===== config.mk =====
export PLATFORM = sky130hd
export DESIGN_NAME = nes_pad_poller_flat
export DESIGN_NICKNAME = d
export VERILOG_FILES = /design/src/rtl/nes_pkg.sv /design/src/rtl/nes_pad_poller_if.sv /design/src/rtl/nes_pad_shifter.sv /design/src/rtl/nes_pad_poller.sv /design/src/flat_wrapper.sv
export SDC_FILE = /design/constraint.sdc
export NUM_CORES = 1
export LEC_CHECK = 0
export BUFFER_PORTS_ARGS = -buffer_cell sky130_fd_sc_hd__buf_2
export CAP_MARGIN = 40
export CORE_UTILIZATION = 45
export CTS_CLUSTER_SIZE = 10
export DETAILED_ROUTE_END_ITERATION = 7
export HOLD_SLACK_MARGIN = 0.15
export PLACE_DENSITY = 0.68
export SYNTH_ARGS = -nofsm -noshare
export SYNTH_HDL_FRONTEND = slang
export SYNTH_SLANG_ARGS = --single-unit

===== constraint.sdc =====
create_clock -name clk_900KHz -period 1.9 [get_ports clk_900KHz]
set_clock_uncertainty 0.15 [all_clocks]
set_input_delay 0.475 -clock clk_900KHz [delete_from_list [all_inputs] [get_ports clk_900KHz]]
set_output_delay 0.475 -clock clk_900KHz [all_outputs]
set_load 0.02 [all_outputs]

===== src/rtl/nes_pkg.sv =====
// Shared constants, button bit positions and poll FSM states for the NES pad poller.
package nes_pkg;

   localparam int unsigned NES_BITS  = 8;
   localparam int unsigned NES_IDX_W = 3;

   localparam int unsigned BTN_A      = 0;
   localparam int unsigned BTN_B      = 1;
   localparam int unsigned BTN_SELECT = 2;
   localparam int unsigned BTN_START  = 3;
   localparam int unsigned BTN_UP     = 4;
   localparam int unsigned BTN_DOWN   = 5;
   localparam int unsigned BTN_LEFT   = 6;
   localparam int unsigned BTN_RIGHT  = 7;

   typedef enum logic [2:0] {
      IDLE,
      LATCH,
      CLK_LO,
      CLK_HI,
      DONE
   } nes_poll_state_t;

endpackage


===== src/rtl/nes_pad_poller_if.sv =====
// Pad-pin and game-side signal bundle for nes_pad_poller; master is the poller.
interface nes_pad_poller_if #(
   parameter int unsigned NUM_PADS = 2
);

   localparam int unsigned WORD_W = NUM_PADS * nes_pkg::NES_BITS;

   logic                enable;
   logic                poll_req;
   logic [NUM_PADS-1:0] pad_data;
   logic                pad_latch;
   logic                pad_clk;
   logic [WORD_W-1:0]   buttons;
   logic [WORD_W-1:0]   pressed;
   logic [WORD_W-1:0]   released;
   logic                frame_valid;
   logic                busy;

   modport master (
      input  enable, poll_req, pad_data,
      output pad_latch, pad_clk, buttons, pressed, released, frame_valid, busy
   );

   modport slave (
      output enable, poll_req, pad_data,
      input  pad_latch, pad_clk, buttons, pressed, released, frame_valid, busy
   );

endinterface


===== src/rtl/nes_pad_shifter.sv =====
// Per-pad data path: input synchronizer, serial capture register and commit-time edge masks.
module nes_pad_shifter
   import nes_pkg::*;
(
   input  logic                 clk,
   input  logic                 rst_n,
   input  logic                 i_pad_data,
   input  logic                 i_sample,
   input  logic [NES_IDX_W-1:0] i_bit_idx,
   input  logic                 i_commit,
   output logic [NES_BITS-1:0]  o_buttons,
   output logic [NES_BITS-1:0]  o_pressed,
   output logic [NES_BITS-1:0]  o_released
);

   logic [1:0]          r_sync;
   logic [NES_BITS-1:0] r_shift;
   logic [NES_BITS-1:0] r_buttons;
   logic [NES_BITS-1:0] r_pressed;
   logic [NES_BITS-1:0] r_released;

   // Idle line is high (released), so the synchronizer resets to that level
   always_ff @(posedge clk or negedge rst_n) begin
      if (!rst_n) begin
         r_sync <= 2'b11;
      end else begin
         r_sync <= {r_sync[0], i_pad_data};
      end
   end

   always_ff @(posedge clk or negedge rst_n) begin
      if (!rst_n) begin
         r_shift <= '0;
      end else if (i_sample) begin
         r_shift[i_bit_idx] <= ~r_sync[1];
      end
   end

   // Capture word stays private until commit so no partial frame is ever visible
   always_ff @(posedge clk or negedge rst_n) begin
      if (!rst_n) begin
         r_buttons  <= '0;
         r_pressed  <= '0;
         r_released <= '0;
      end else if (i_commit) begin
         r_buttons  <= r_shift;
         r_pressed  <= r_shift & ~r_buttons;
         r_released <= ~r_shift & r_buttons;
      end
   end

   assign o_buttons  = r_buttons;
   assign o_pressed  = r_pressed;
   assign o_released = r_released;

endmodule


===== src/rtl/nes_pad_poller.sv =====
// NES pad polling sequencer: latch/clock pulse generation, poll timer, pending request and per-pad capture.
module nes_pad_poller
   import nes_pkg::*;
#(
   parameter int unsigned NUM_PADS  = 2,
   parameter int unsigned LATCH_CYC = 11,
   parameter int unsigned HALF_CYC  = 5,
   parameter int unsigned POLL_DIV  = 15000
) (
   input  logic              clk_900KHz,
   input  logic              reset,
   nes_pad_poller_if.master  bus
);

   localparam int unsigned WORD_W = NUM_PADS * NES_BITS;
   localparam int unsigned PH_MAX = (LATCH_CYC > HALF_CYC) ? LATCH_CYC : HALF_CYC;
   localparam int unsigned PH_W   = $clog2(PH_MAX);
   localparam int unsigned TMR_W  = $clog2(POLL_DIV);

   nes_poll_state_t        r_state;
   nes_poll_state_t        w_state_next;
   logic [PH_W-1:0]        r_phase;
   logic [PH_W-1:0]        w_phase_next;
   logic [NES_IDX_W-1:0]   r_bit;
   logic [NES_IDX_W-1:0]   w_bit_next;
   logic [TMR_W-1:0]       r_timer;
   logic                   r_pending;
   logic                   w_pending_next;
   logic                   r_pad_latch;
   logic                   r_pad_clk;
   logic                   r_frame_valid;
   logic                   r_busy;
   logic                   w_tick;
   logic                   w_trigger;
   logic                   w_sample;
   logic                   w_commit;
   logic [WORD_W-1:0]      w_buttons;
   logic [WORD_W-1:0]      w_pressed;
   logic [WORD_W-1:0]      w_released;

   assign w_tick    = bus.enable && (r_timer == TMR_W'(POLL_DIV - 1));
   assign w_trigger = w_tick || bus.poll_req;

   // Free-running frame timer, parked at zero while automatic polling is off
   always_ff @(posedge clk_900KHz or negedge reset) begin
      if (!reset) begin
         r_timer <= '0;
      end else if (!bus.enable || w_tick) begin
         r_timer <= '0;
      end else begin
         r_timer <= r_timer + TMR_W'(1);
      end
   end

   always_ff @(posedge clk_900KHz or negedge reset) begin
      if (!reset) begin
         r_state   <= IDLE;
         r_phase   <= '0;
         r_bit     <= '0;
         r_pending <= 1'b0;
      end else begin
         r_state   <= w_state_next;
         r_phase   <= w_phase_next;
         r_bit     <= w_bit_next;
         r_pending <= w_pending_next;
      end
   end

   always_comb begin
      w_state_next   = r_state;
      w_phase_next   = r_phase;
      w_bit_next     = r_bit;
      w_pending_next = r_pending;
      w_sample       = 1'b0;
      w_commit       = 1'b0;

      case (r_state)
         IDLE: begin
            if (w_trigger) begin
               w_state_next = LATCH;
               w_phase_next = '0;
            end
         end
         LATCH: begin
            if (r_phase == PH_W'(LATCH_CYC - 1)) begin
               w_state_next = CLK_LO;
               w_phase_next = '0;
               w_bit_next   = '0;
            end else begin
               w_phase_next = r_phase + PH_W'(1);
            end
         end
         CLK_LO: begin
            if (r_phase == PH_W'(HALF_CYC - 1)) begin
               w_sample     = 1'b1;
               w_state_next = CLK_HI;
               w_phase_next = '0;
            end else begin
               w_phase_next = r_phase + PH_W'(1);
            end
         end
         CLK_HI: begin
            if (r_phase == PH_W'(HALF_CYC - 1)) begin
               w_phase_next = '0;
               if (r_bit == NES_IDX_W'(NES_BITS - 1)) begin
                  w_state_next = DONE;
                  w_commit     = 1'b1;
               end else begin
                  w_state_next = CLK_LO;
                  w_bit_next   = r_bit + NES_IDX_W'(1);
               end
            end else begin
               w_phase_next = r_phase + PH_W'(1);
            end
         end
         DONE: begin
            w_phase_next = '0;
            w_state_next = (r_pending || w_trigger) ? LATCH : IDLE;
         end
         default: begin
            w_state_next = IDLE;
            w_phase_next = '0;
            w_bit_next   = '0;
         end
      endcase

      // DONE consumes any request seen so far; elsewhere a busy-time request is remembered once
      if (r_state == DONE) begin
         w_pending_next = 1'b0;
      end else if (r_state != IDLE && w_trigger) begin
         w_pending_next = 1'b1;
      end
   end

   // Pin and status outputs are registered from the next state so they line up with it
   always_ff @(posedge clk_900KHz or negedge reset) begin
      if (!reset) begin
         r_pad_latch   <= 1'b0;
         r_pad_clk     <= 1'b1;
         r_frame_valid <= 1'b0;
         r_busy        <= 1'b0;
      end else begin
         r_pad_latch   <= (w_state_next == LATCH);
         r_pad_clk     <= (w_state_next != CLK_LO);
         r_frame_valid <= (w_state_next == DONE);
         r_busy        <= (w_state_next != IDLE);
      end
   end

   for (genvar p = 0; p < NUM_PADS; p++) begin : g_pad
      nes_pad_shifter u_shifter (
         .clk        (clk_900KHz),
         .rst_n      (reset),
         .i_pad_data (bus.pad_data[p]),
         .i_sample   (w_sample),
         .i_bit_idx  (r_bit),
         .i_commit   (w_commit),
         .o_buttons  (w_buttons[p*NES_BITS +: NES_BITS]),
         .o_pressed  (w_pressed[p*NES_BITS +: NES_BITS]),
         .o_released (w_released[p*NES_BITS +: NES_BITS])
      );
   end

   assign bus.pad_latch   = r_pad_latch;
   assign bus.pad_clk     = r_pad_clk;
   assign bus.frame_valid = r_frame_valid;
   assign bus.busy        = r_busy;
   assign bus.buttons     = w_buttons;
   assign bus.pressed     = w_pressed;
   assign bus.released    = w_released;

endmodule

===== src/flat_wrapper.sv =====
// flat-port wrapper written by rule: the top's interface ports become plain ports
module nes_pad_poller_flat import nes_pkg::*;
#(
   parameter int unsigned NUM_PADS  = 2,
   parameter int unsigned LATCH_CYC = 11,
   parameter int unsigned HALF_CYC  = 5,
   parameter int unsigned POLL_DIV  = 15000
)
  (clk_900KHz, reset, bus_enable, bus_poll_req, bus_pad_data, bus_pad_latch, bus_pad_clk, bus_buttons, bus_pressed, bus_released, bus_frame_valid, bus_busy);
  nes_pad_poller_if #(.NUM_PADS(NUM_PADS)) bus_i ();
  input  logic clk_900KHz;
  input  logic reset;
  input wire logic [$bits(bus_i.enable)-1:0] bus_enable;
  input wire logic [$bits(bus_i.poll_req)-1:0] bus_poll_req;
  input wire logic [$bits(bus_i.pad_data)-1:0] bus_pad_data;
  output wire logic [$bits(bus_i.pad_latch)-1:0] bus_pad_latch;
  output wire logic [$bits(bus_i.pad_clk)-1:0] bus_pad_clk;
  output wire logic [$bits(bus_i.buttons)-1:0] bus_buttons;
  output wire logic [$bits(bus_i.pressed)-1:0] bus_pressed;
  output wire logic [$bits(bus_i.released)-1:0] bus_released;
  output wire logic [$bits(bus_i.frame_valid)-1:0] bus_frame_valid;
  output wire logic [$bits(bus_i.busy)-1:0] bus_busy;
  assign bus_i.enable = bus_enable;
  assign bus_i.poll_req = bus_poll_req;
  assign bus_i.pad_data = bus_pad_data;
  assign bus_pad_latch = bus_i.pad_latch;
  assign bus_pad_clk = bus_i.pad_clk;
  assign bus_buttons = bus_i.buttons;
  assign bus_pressed = bus_i.pressed;
  assign bus_released = bus_i.released;
  assign bus_frame_valid = bus_i.frame_valid;
  assign bus_busy = bus_i.busy;
  nes_pad_poller #(.NUM_PADS(NUM_PADS), .LATCH_CYC(LATCH_CYC), .HALF_CYC(HALF_CYC), .POLL_DIV(POLL_DIV)) u_core (.clk_900KHz(clk_900KHz), .reset(reset), .bus(bus_i));
endmodule

# Word level (Yosys, flattened, before mapping)
# Cells that the tools add are included.
# word_totals
output_inout_bits,52
wordCells,91
in_bits,6
regBits,97
# op_classes
add_sub_neg,3
order_cmp,2
reduce_logical,14
n_eq_ne,15
bitwise,11
n_mux,27
# op_table
op,count
$and 8x8->8,4
$not 8->8,4
$mux 3,8
$bwmux 8,2
$pmux 3 s5,1
$add 14x1->14 const B,1
$eq 14x14->1 const B,1
$mux 14,1
$mux 4,3
$pmux 4 s3,1
$eq 3x3->1 const B,3
$mux 1,9
$pmux 3 s3,1
$eq 3x1->1 const B,2
$eq 3x2->1 const B,2
$ne 2x1->1 const B,3
$reduce_bool 3->1,2
$add 4x1->4 const B,1
$eq 4x3->1 const B,1
$eq 4x4->1 const B,1
$lt 3x4->1 const B,1
$reduce_and 4->1,1
$add 3x1->3 const B,1
$demux 1 s3,1
11 further kinds,17

# Depth between registers and ports, before layout
# depth
word_depth,7
depth_mapped,9
ltp_nobuf,7

# Cells and area by module
# Synthesis repeated with hierarchy kept, for this count alone.
# hier_totals
cells_unflattened,375
area_unflattened_um2,4393.0
# modules_own_cells
module,cells_per_inst,seq_area_each_um2,area_per_inst_um2,instances
nes_pad_shifter,111,853.3,1423.9,2
nes_pad_poller,153,726.9,1545.2,1

# Least setup slack after synthesis
# Ideal clock, no wire load.
# synth_path
kind,register -> register
startpoint,reg u_core.r_bit[1]
endpoint,reg u_core.g_pad[0].u_shifter.r_pressed[5]
t_required_ps,1618
stages_incl_launch_ff,10
arrival_ps,1703
setup_slack_ps,-85
synth_period_minus_slack_ps,1985
setup_time_ps,132
n_path_buf,3
cell_sequence,dfrtp_1 ha_1 ha_1 nand2_1 or3_1 buf_2 buf_6 buf_6 nand2_1 o31ai_1
# synth_via
elab_chain_cells,4
# synth_lines
element,line_no,text
"start, declared",nes_pad_poller.sv:24,logic [NES_IDX_W-1:0] r_bit;
"start signal, assigned",nes_pad_poller.sv:64,r_bit <= w_bit_next;
$eq 3x3->1,nes_pad_poller.sv:105,if (r_bit == NES_IDX_W'(NES_BITS - 1)) begin
$mux 1,nes_pad_poller.sv:105,
$mux 1,nes_pad_poller.sv:103,if (r_phase == PH_W'(HALF_CYC - 1)) begin
$mux 1,nes_pad_poller.sv:77,case (r_state)
"end signal, assigned",nes_pad_shifter.sv:47,r_pressed <= r_shift & ~r_buttons;
"end, declared",nes_pad_shifter.sv:19,logic [NES_BITS-1:0] r_pressed;
# No other way between the ends.
# A chain may end at the register's enable or synchronous reset.

# Worst setup path in the final report
# layout_path
startpoint,reg u_core.r_phase[0]
endpoint,reg u_core.g_pad[0].u_shifter.r_buttons[3]
# layout_via
elab_chain_cells,3
# layout_lines
element,line_no,text
"start, declared",nes_pad_poller.sv:22,logic [PH_W-1:0] r_phase;
"start signal, assigned",nes_pad_poller.sv:63,r_phase <= w_phase_next;
$eq 4x3->1,nes_pad_poller.sv:103,
$mux 1,nes_pad_poller.sv:103,
$mux 1,nes_pad_poller.sv:77,
"end signal, assigned",nes_pad_shifter.sv:46,r_buttons <= r_shift;
"end, declared",nes_pad_shifter.sv:18,logic [NES_BITS-1:0] r_buttons;
# No other way between the ends.

==> results by group <==
Status
  – Run status: finished with violations
  – Violated checks: DRC

Critical path
  – Critical-path maximum fanout: between 40 and 50
  – Crit end category: register
  – Crit. Startpoint: u_core.r_phase[0]
  – Max stage delay cell, worst path: sky130_fd_sc_hd__or3_4
  – Worst Path Arrival: 1.94 ns
  – Critical path's top delay family: simple AND/OR/NAND/NOR gates
  – Cell-by-cell listing of the critical path: inv_2 -> ha_4 -> nand3b_4 -> or3_4 -> buf_12 -> nand2_2 -> o21ai_0
  – Crit Reg-Reg Startpoint: u_core.r_phase[0]
  – Startpoint class of the critical path: register
  – WP data required: 1.98 ns
  – Crit Path Category: register to register
  – Slowest cell delay on critical path: between 0.4 and 0.5 ns
  – Number of buffers and inverters on the critical path: 2

Power
  – Power density cells: 693 nW/um^2
  – LEAKAGE: 2.49 nW
  – Power dissipated by switching net loads: 0.803 mW
  – Combinational group share of total power: 2.9%
  – Power after layout: approximately 3.5 mW
  – Net switching fraction of the power: 22.7%
  – Internal portion of total power: 2.73 mW
  – Sequential power share: 59.4%
  – Part of the total power dissipated in the clock network: 37.8%
  – Maximum vdd drop: 0.000329 V

Clock network
  – Number of sinks driven by the clock tree: 97
  – Maximum buffer depth of the clock tree: 2
  – Clk root buf: sky130_fd_sc_hd__clkbuf_8
  – CTS tree: built
  – Number of buffers created by CTS: 9
  – Clock-pin transition on the worst setup and hold timing paths: 0.09 ns
  – Number of H-tree branching levels: 3
  – Skew-Pair Late Insertion Delay: 0.36 ns

Die
  – FP Rows: 34
  – Vertical extent of the die: 98.4 um
  – Core footprint: 8850 um^2
  – Top-Level Pins: 58
  – Effective utilization at floorplan: 47.3%
  – Floorplan die width: a little under 100 um
  – Die area: 9680 um^2

Place
  – Detailed placement HPWL: between 5 and 6 mm
  – Final weighted congestion of routability-driven global placement: 0.763
  – PortBufs: 57
  – Total cell area at the placement stage: ~4800 um^2

Cells and area
  – Leading cell types in the layout, fill and taps excluded: 91 x sky130_fd_sc_hd__dfrtp_1, 69 x sky130_fd_sc_hd__nand2_1, 56 x sky130_fd_sc_hd__buf_2, 22 x sky130_fd_sc_hd__nor2_1, 22 x sky130_fd_sc_hd__buf_4
  – Ant diodes: 0
  – Share of layout cells above drive strength 1: 29.2%
  – Area Overhead vs Synth: 21.9%
  – Number of nets in the finished design: 487
  – Filler cell count: just under 800
  – Most common cell after layout, fill and taps aside: sky130_fd_sc_hd__dfrtp_1
  – Cell area after layout: slightly above 5000 um^2

Routing
  – Final antenna-violating net count: 0
  – Final routed DRC violation total: 2
  – Starting DRT DRC Count: 120
  – Wire length after detailed routing: around 8.0 mm
  – Number of iterations in the first detailed-routing pass: 8
  – Mean number of vias per cell: 5.06
  – Per-cell routed wire length: 13.6 um
  – Via total after detailed routing: approximately 3000

Synth
  – Distinct cells, synth: 48
  – Cells after Synth: 394
  – Count of synthesis-stage warnings from yosys: 0
  – Synthesized netlist net count: 406
  – Fraction of registers with async set or reset after synthesis: 100%
  – Post-synthesis instance area: 4180 um^2
  – Top flip-flop cell by instance count after synthesis: sky130_fd_sc_hd__dfrtp_1
  – Number of enable flip-flop cells after synthesis: 0
  – Fraction of the yosys area taken by sequential cells: 58.2%
  – Synth Register Bits: a little under 100
  – Post-Synthesis Mean Instance Area: 10.6 um^2

GRT
  – Maximum number of pins on one net before global-route repair: between 50 and 60
  – Wire length of the first global-routing pass: 13.5 mm
  – Global-route total usage across every layer: between 15 and 20%
  – Via count of the first global-routing pass: approximately 2800
  – Global-route congestion overflow total: 0
  – Antenna violations before repair: 0

Timing
  – Final setup viols: 0
  – Final period util: 97.5%
  – Final Critical Period: around 1.9 ns
  – Least-Margin Pin Slew: 0.364 ns
  – Upper clock frequency limit: 540 MHz
  – Slew Viols, Final: 0
  – Worst relative slew slack: approximately three quarters
  – Final Hold Violating Endpoints: 0
  – Setup TNS: 0 ns
  – RSZ-0062 raised after global routing: true

Hold path
  – Min-Delay Path Class: register to register
  – Hold Crit Start: u_core.g_pad[1].u_shifter.r_sync[0]

Flow run
  – Max-cap violations: 0
## what timing repair did
action / in CTS / in global routing
pin swaps: 2 / 5
hold endpoints to repair: 94 / 0
resized for setup: 2 / 14
endpoints found under the setup margin: 4 / 37
cloned: 0 / 1
buffers inserted: 0 / 3
hold buffers: 3 / 0
## state kept, by name (all words and copies together) (netlist names)
name / count
u_core.bus.frame_valid: 1
u_core.r_pending: 1
u_core.bus.pad_latch: 1
u_core.g_pad.u_shifter.o_released: 16
u_core.g_pad.u_shifter.r_sync: 4
u_core.g_pad.u_shifter.o_pressed: 16
u_core.r_timer: 14
u_core.r_phase: 4
u_core.r_bit: 3
u_core.bus.pad_clk: 1
u_core.g_pad.u_shifter.r_shift: 16
u_core.g_pad.u_shifter.o_buttons: 16
u_core.bus.busy: 1
u_core.r_state: 3
## power groups by stage
| stage | Clock (mW) | Combinational [mW] | Sequential [mW] |
|---|---|---|---|
| after floorplan | 0 | 0.0248 | 2.14 |
| after global routing | 1.45 | 0.119 | 2.10 |
| final | 1.33 | 0.101 | 2.10 |
| after CTS | 1.37 | 0.103 | 2.10 |
| after detailed placement | 0 | 0.0985 | 2.14 |
| after global placement | 0 | 0.0968 | 2.14 |
## per-layer routing
| metal | part of all wire, % | GRT usage [%] | vias up |
|---|---|---|---|
| li1 | - | - | 1498 |
| met1 | 48 | 23.8 | 1423 |
| met2 | 48 | 28.4 | 44 |
| met3 | 2.3 | 3.29 | 9 |
| met4 | 1.6 | 6.89 | 0 |
| met5 | 0 | 0 | - |
## worst paths after layout
kind | end | slack (ns) | cells after the start
worst max register to register | u_core.g_pad[0].u_shifter.o_buttons[3] | 0.05 | 7
max in group asynchronous | u_core.g_pad[0].u_shifter.r_sync[1] | 0.82 | 3
worst min-delay path | u_core.g_pad[1].u_shifter.r_sync[1] | 0.21 | 0
worst max-delay path | u_core.g_pad[0].u_shifter.o_buttons[3] | 0.05 | 7
worst min register to register | u_core.g_pad[1].u_shifter.r_sync[1] | 0.21 | 0
min in group asynchronous | u_core.r_timer[3] | 0.48 | 3
## through the flow
step | hold WS, ns | instances | setup slack [ns] | utilization (%)
finish | 0.211 | 588 | 0.0482 | 57.6
global route | 0.214 | 588 | -0.0223 | 57.6
CTS | 0.212 | 584 | 0.0193 | 56.5
detailed placement | 0.198 | 565 | -0.00318 | 53.8
global placement | 0.197 | 565 | 0.0567 | 53.8
floorplan | 0.0294 | 394 | -0.00656 | -
## kinds of logic (layout without fill, tap and decap cells)
family / after synthesis / in the layout / share of synthesized area (%)
simple gates: 152 / 152 / 17.7
flops: 97 / 97 / 58.2
compound gates: 73 / 73 / 11.4
buf+inv: 38 / 124 / 4.46
mux: 16 / 16 / 3.86
xor+xnor: 12 / 12 / 2.51
fa+ha+maj: 6 / 6 / 1.80
## cells in the mapped netlist, types with 7 or more instances
master,count,area (um^2)
sky130_fd_sc_hd__inv_1,22,82.6
sky130_fd_sc_hd__dfrtp_1,92,2300
sky130_fd_sc_hd__o21ai_0,19,95.1
sky130_fd_sc_hd__nor2_1,22,82.6
sky130_fd_sc_hd__mux2i_1,15,150
sky130_fd_sc_hd__o21ai_1,16,80.1
sky130_fd_sc_hd__nand3_1,7,35.0
sky130_fd_sc_hd__xnor2_1,9,78.8
sky130_fd_sc_hd__o31ai_1,14,105
sky130_fd_sc_hd__a21oi_1,7,35.0
sky130_fd_sc_hd__nand2_1,74,278
sky130_fd_sc_hd__nand2b_1,9,56.3
## final cells by class
type | count | area (um^2) | share of cell area (%)
flip-flops and latches | 97 | 2430 | 47.8
multi-input cells | 259 | 1670 | 32.8
repair buffers | 86 | 581 | 11.4
well taps | 108 | 135 | 2.65
clock buffers | 10 | 128 | 2.50
inverters | 22 | 82.6 | 1.62
clock inverters | 6 | 67.6 | 1.33
No activity file was read; power rests on OpenSTA's default activity.
